## src/rtl/fetch_queue_reg_pkg.sv

```systemverilog
// Shared pipeline definitions for the IF/ID fetch queue: NOP encoding,
// default datapath width and a constant-foldable clog2 helper.
package fetch_queue_reg_pkg;

  localparam int          DEFAULT_DATA_WIDTH = 32;
  localparam logic [31:0] NOP_INSTR          = 32'h0000_0000;

  // Elaboration-time ceil(log2(value)); returns at least 1 so a pointer always has a bit.
  function automatic int clog2_f(input int value);
    int result;
    result = 0;
    while ((1 << result) < value) begin
      result = result + 1;
    end
    if (result < 1) begin
      result = 1;
    end
    return result;
  endfunction

endpackage

```

## src/rtl/fetch_queue_ptr.sv

```systemverilog
// Wrapping PTR_W-bit queue pointer with async reset, synchronous clear
// and increment enable; wraps naturally because DEPTH is a power of two.
module fetch_queue_ptr #(
  parameter int PTR_W = 1
) (
  input  logic             clock,
  input  logic             reset,
  input  logic             clear_i,
  input  logic             inc_i,
  output logic [PTR_W-1:0] ptr_o
);

  logic [PTR_W-1:0] ptr_q;
  logic [PTR_W-1:0] ptr_d;

  // NOTE: every variable assigned in always_comb gets a default first, so no latch is inferred.
  always_comb begin
    ptr_d = ptr_q;
    if (clear_i) begin
      ptr_d = '0;
    end else if (inc_i) begin
      ptr_d = ptr_q + PTR_W'(1);
    end
  end

  // NOTE: sequential state uses non-blocking assignments so all flops update together.
  always_ff @(posedge clock or posedge reset) begin
    if (reset) begin
      ptr_q <= '0;
    end else begin
      ptr_q <= ptr_d;
    end
  end

  assign ptr_o = ptr_q;

endmodule

```

## src/rtl/fetch_queue_reg.sv

```systemverilog
// IF/ID stage as a DEPTH-entry FIFO of {pc_plus_four, instruction} with valid/ready handshake.
// Optional FETCH_QUEUE_HWM_EN adds a high_water occupancy output.
module fetch_queue_reg
  import fetch_queue_reg_pkg::*;
#(
  parameter int DATA_WIDTH = DEFAULT_DATA_WIDTH,
  parameter int DEPTH      = 2,
  parameter int CNT_W      = $clog2(DEPTH + 1)
) (
  input  logic                  clock,
  input  logic                  reset,
  input  logic                  clear,
  input  logic                  valid_F,
  input  logic [DATA_WIDTH-1:0] pc_plus_four_F,
  input  logic [DATA_WIDTH-1:0] instruction_F,
  output logic                  ready_F,
  input  logic                  StallD,
  output logic                  valid_D,
  output logic [DATA_WIDTH-1:0] pc_plus_four_D,
  output logic [DATA_WIDTH-1:0] instruction_D,
`ifdef FETCH_QUEUE_HWM_EN
  output logic [CNT_W-1:0]      high_water,
`endif
  output logic [CNT_W-1:0]      count
);

  localparam int PTR_W = clog2_f(DEPTH);

  logic [DATA_WIDTH-1:0] pc_mem_q    [DEPTH];
  logic [DATA_WIDTH-1:0] instr_mem_q [DEPTH];

  logic [CNT_W-1:0] count_q;
  logic [CNT_W-1:0] count_d;
  logic [PTR_W-1:0] rd_ptr;
  logic [PTR_W-1:0] wr_ptr;
  logic             push;
  logic             pop;

  // Handshake depends only on registered occupancy, never on StallD or F inputs.
  assign ready_F = (count_q != CNT_W'(DEPTH));
  assign valid_D = (count_q != '0);
  assign push    = valid_F & ready_F & ~clear;
  assign pop     = valid_D & ~StallD & ~clear;

  fetch_queue_ptr #(.PTR_W(PTR_W)) u_rd_ptr (
    .clock   (clock),
    .reset   (reset),
    .clear_i (clear),
    .inc_i   (pop),
    .ptr_o   (rd_ptr)
  );

  fetch_queue_ptr #(.PTR_W(PTR_W)) u_wr_ptr (
    .clock   (clock),
    .reset   (reset),
    .clear_i (clear),
    .inc_i   (push),
    .ptr_o   (wr_ptr)
  );

  always_comb begin
    count_d = count_q;
    if (clear) begin
      count_d = '0;
    end else begin
      case ({push, pop})
        2'b10:   count_d = count_q + CNT_W'(1);
        2'b01:   count_d = count_q - CNT_W'(1);
        default: count_d = count_q;
      endcase
    end
  end

  always_ff @(posedge clock or posedge reset) begin
    if (reset) begin
      count_q <= '0;
    end else begin
      count_q <= count_d;
    end
  end

  // NOTE: storage is not reset; count/valid gate every read, so stale data is never observed.
  always_ff @(posedge clock) begin
    if (push) begin
      pc_mem_q[wr_ptr]    <= pc_plus_four_F;
      instr_mem_q[wr_ptr] <= instruction_F;
    end
  end

  assign pc_plus_four_D = valid_D ? pc_mem_q[rd_ptr]    : '0;
  assign instruction_D  = valid_D ? instr_mem_q[rd_ptr] : DATA_WIDTH'(NOP_INSTR);
  assign count          = count_q;

`ifdef FETCH_QUEUE_HWM_EN
  logic [CNT_W-1:0] high_water_q;

  // Tracks the next count so the mark moves in the same cycle the occupancy does; clear never lowers it.
  always_ff @(posedge clock or posedge reset) begin
    if (reset) begin
      high_water_q <= '0;
    end else if (count_d > high_water_q) begin
      high_water_q <= count_d;
    end
  end

  assign high_water = high_water_q;
`endif

endmodule

```

## config.mk

```make
export PLATFORM = sky130hd
export DESIGN_NAME = fetch_queue_reg
export DESIGN_NICKNAME = d
export VERILOG_FILES = /design/src/rtl/fetch_queue_reg_pkg.sv /design/src/rtl/fetch_queue_ptr.sv /design/src/rtl/fetch_queue_reg.sv
export SDC_FILE = /design/constraint.sdc
export NUM_CORES = 1
export LEC_CHECK = 0
export ABC_AREA = 0
export CORE_ASPECT_RATIO = 0.75
export CORE_MARGIN = 10
export CORE_UTILIZATION = 48
export CTS_CLUSTER_DIAMETER = 30
export DETAILED_ROUTE_END_ITERATION = 12
export PLACE_DENSITY = 0.88
export SLEW_MARGIN = 20
export SYNTH_ARGS = -nofsm -noshare
export SYNTH_HDL_FRONTEND = slang
export SYNTH_SLANG_ARGS = --single-unit
```

## constraint.sdc

```tcl
create_clock -name clock -period 8 [get_ports clock]
set_input_delay 1.6 -clock clock [delete_from_list [all_inputs] [get_ports clock]]
set_output_delay 1.6 -clock clock [all_outputs]
set_load 0.005 [all_outputs]
```

==> metrics.sh <==
R2R_START='count[1]'
CLOCK_SKEW_PS=7.54
SYNTH_SEQ_CELLS=132
MIN-DELAY-START='u_wr_ptr.ptr_o'
POST_SYNTH_INSTANCE_AREA_SQ_UM=5070
PWR_PER_CELL_AREA_nW_PER_UM2=238
WORST-ENDPOINT-REQUIRED_PS=6400
FIN_SETUP_TNS_PS=0
CTS.HTREE.LEVELS=4
CLASS_OF_THE_TIGHTEST_HOLD_OR_REMOVAL_CHECK='flip-flop to flip-flop'
CTS-RESIZED-GATES=0
CTS.PATH.MAX_BUFFERS=2
AREAGROWTHSYNTHTOFINISH_PCT=40.9
SETUP-VIOLATIONS-FINAL=0
GRT_UTIL_ALL_LAYERS_PCT=14.6
FIRST_ITER_VIOLATIONS=154
IO_PORT_BUFS=136
MAXIMUM_VDD_DROP_uV=170
DP_WORST_SETUP_SLACK_PS=4250
TIMING.HOLD.WORST_ENDPOINT='u_wr_ptr.ptr_o'
CTS.HOLD.BUFFERS_ADDED=0
NUMBER_OF_BUFFERS_ADDED_BY_THE_CLOCK_TREE_SYNTHESIS_STEP=17
SYNTH-SIMPLE-AREA-SHARE_PCT=6.15
LAYOUT_COMMON_CELLS='sky130_fd_sc_hd__clkdlybuf4s50_1, sky130_fd_sc_hd__edfxtp_1, sky130_fd_sc_hd__nor2_1'
SETUP_REPAIR_AFTER_GLOBAL_ROUTING_MISSED_ITS_MARGIN='no'
START_UTIL_PCT=49.3
SYNTH.DISTINCT_CELLS=23
POST_SYNTH_FA_HA_MAJ_AREA_FRACTION_PCT=0
YS_DOMINANT_REG_CELL='sky130_fd_sc_hd__edfxtp_1'
GRT_PASS1_WL_UM=17400
TOTAL_WIRELENGTH_OF_THE_DETAILED_ROUTED_DESIGN_UM=11100
TOTAL_HALF_PERIMETER_WIRELENGTH_AFTER_LEGALIZATION_AND_DETAILED_PLACEMENT_UM=7380
MAXCAPVIOLCOUNT=0
INSERTION_DELAY_PS=400
R2R-END='instr_mem_q[1][28]'
PERIOD_MINUS_SLACK_PS=4090
YOSYSWARNINGS=0
ROUTE.DETAILED.DRC=0
MAX-SLEW-MARGIN-REL_PCT=54.8
SETUP.WORST_PATH.START_CLASS='flip-flop'
SYNTH_COMPOUND_AREA_SHARE_PCT=0.889
CRITICAL_PATH.MAX_FANOUT=47
PLACE.GP.CONGESTION=0.739
TCRIT_TCLK_FINAL_PCT=51.2
SYNTH.AREA.MUX_SHARE_PCT=12.6
HOLD_PATH_DEPTH=2
VIA_COUNT_OF_THE_FIRST_GLOBAL_ROUTING_PASS=3226
PLACED_CELLS_INCL_TAPS=562
HOLDWS_PS=631
ROUTE.VIAS.TOTAL=2968
FINISH.CELL_COUNT_WITHOUT_FILLERS=595
POSTROUTEANTENNANETS=0
POST_CTS_BUFFERS=0
REPORT.FINAL.HOLD_VIOL_COUNT=0
WORSTMARGINPINSLEW_PS=678
YOSYSSEQAREASHARE_PCT=77.8
FINALMAXSLEWVIOLATIONS=0
R2R_SETUP_SLACK_PS=5960
LAYOUT-DRIVE-GT1-SHARE_PCT=8.71
LEAKAGEPOWER_nW=2.37
SYNTH-XOR-AREA-SHARE_PCT=0
RR_WORST_DEPTH=5
NUM_IO_PINS=137
DESIGN.CORE.AREA_SQ_UM=10300
NETLIST_INSTANCES=299
WORST_SETUP_HOLD_PATH_CLK_SLEW_PS=60
SYNTHESIS.NETS=368
DIODES=0
CTSROOTBUFFERMASTER='sky130_fd_sc_hd__clkbuf_16'
MOSTFREQUENTLAYOUTCELL='sky130_fd_sc_hd__clkdlybuf4s50_1'
DIE_W_UM=139
CTS_NUM_SINKS=132
FIRST_PASS_ITERS=4
GRT_MAX_DEGREE=67
SYNTH-EDFF-COUNT=128
STD_CELL_ROWS=32
VIAS_PER_CELL=4.99
NNETSFINAL=515
DIE_HEIGHT_UM=109
END_KIND='output pin'
DIE_AREA_SQ_UM=15100
POST_DP_CELL_AREA_SQ_UM=6550
INITIAL_ANTENNA_VIOLATION_COUNT=0
FIN_AREA_SQ_UM=7140
TIMING.SETUP.CRITICAL_PATH_CLASS='flip-flop to output pin'
POST-ROUTE-WORST-SETUP-SLACK_PS=3910
ASYNCSETRESETFLOPFRACSYNTH_PCT=3.03
WIRE_PER_INST_UM=18.6
CRITPATHARRIVALTIME_PS=2490
SYNTH_TOP_FAMILY_BY_AREA='multiplexers'
GRT_OVERFLOW=0
FILL_CELLS=677
CLOCK.FMAX_MHz=244
STATUS='finished, final reports clean'
SYN_AVG_CELL_AREA_SQ_UM=17.0
CTS_TREE='yes'
[per-stage QoR]
stage / total power, W / utilization, %
after CTS: 0.00172 / 69.1
final: 0.00170 / 69.4
after floorplan: 0.000884 / -
after detailed placement: 0.000988 / 63.6
after global routing: 0.00177 / 69.4
after global placement: 0.000982 / 63.6
[synthesized netlist by cell type, types with 2 or more instances]
cell | n | area share (%)
sky130_fd_sc_hd__dfrtp_1 | 4 | 2.0
sky130_fd_sc_hd__buf_2 | 3 | 0.30
sky130_fd_sc_hd__buf_6 | 5 | 1.1
sky130_fd_sc_hd__nand2_1 | 2 | 0.15
sky130_fd_sc_hd__nor2_1 | 66 | 4.9
sky130_fd_sc_hd__mux2i_1 | 64 | 13
sky130_fd_sc_hd__or3_1 | 2 | 0.25
sky130_fd_sc_hd__edfxtp_1 | 128 | 76
sky130_fd_sc_hd__inv_2 | 2 | 0.15
sky130_fd_sc_hd__o21ai_0 | 2 | 0.20
sky130_fd_sc_hd__inv_1 | 2 | 0.15
sky130_fd_sc_hd__buf_4 | 5 | 0.74
sky130_fd_sc_hd__a21oi_1 | 3 | 0.30
sky130_fd_sc_hd__nand3_1 | 2 | 0.20
[worst max path at each step]
| stage | startpoint | end | slack (ps) | depth (start not counted) |
|---|---|---|---|---|
| 6_report | count[1] | pc_plus_four_D[27] | 3910 | 4 |
| 5_1_grt | count[1] | instruction_D[25] | 3700 | 4 |
| 4_1_cts | u_rd_ptr.ptr_o | instruction_D[22] | 3820 | 3 |
| 3_5_place_dp | u_rd_ptr.ptr_o | instruction_D[22] | 4250 | 3 |
| 3_3_place_gp | u_rd_ptr.ptr_o | instruction_D[27] | 4300 | 3 |
| 2_1_floorplan | valid_F | instr_mem_q[1][0] | 1090 | 2 |
[cells by family after synthesis]
logic type / count (synthesis)
muxes: 64
and+or+nand+nor: 77
AOI/OAI and AO/OA: 8
DFF: 132
buffers and inverters: 18
[worst max-delay path, cell delays in order, from the launching register on]
cell and delay (ps):
sky130_fd_sc_hd__dfrtp_1 470, sky130_fd_sc_hd__nor2_4 460, sky130_fd_sc_hd__buf_4 550, sky130_fd_sc_hd__nor2_1 120, sky130_fd_sc_hd__clkdlybuf4s50_1 490
[final cells by class]
class                   instances  area [sq um]  area share (%)
clock buffers                  18           429            6.01
clock inverters                14           139            1.94
inverters                       4          15.0           0.210
multi-input cells             149          1010            14.2
flip-flops and latches        132          3950            55.3
well taps                     136           170            2.38
repair buffers                142          1430            20.0
[power breakdown]
part | switching, W | internal, W
combinational | 0.0000735 | 0.000100
clock | 0.000276 | 0.000455
sequential | 0.0000113 | 0.000787
[sequential cells by signal, indices dropped and copies added, names as in the netlist]
register / cells
u_rd_ptr.ptr_o: 1
u_wr_ptr.ptr_o: 1
count: 2
instr_mem_q: 64
pc_mem_q: 64
[metal layers]
| metal | vias to the layer above | GRT usage (%) | wire length (um) |
|---|---|---|---|
| li1 | 1404 | - | - |
| met1 | 1448 | 15.8 | 4390 |
| met2 | 106 | 25.7 | 5740 |
| met3 | 10 | 6.34 | 861 |
| met4 | 0 | 4.61 | 92 |
| met5 | - | 0 | 0 |
Power figures use the tool's default switching activity.
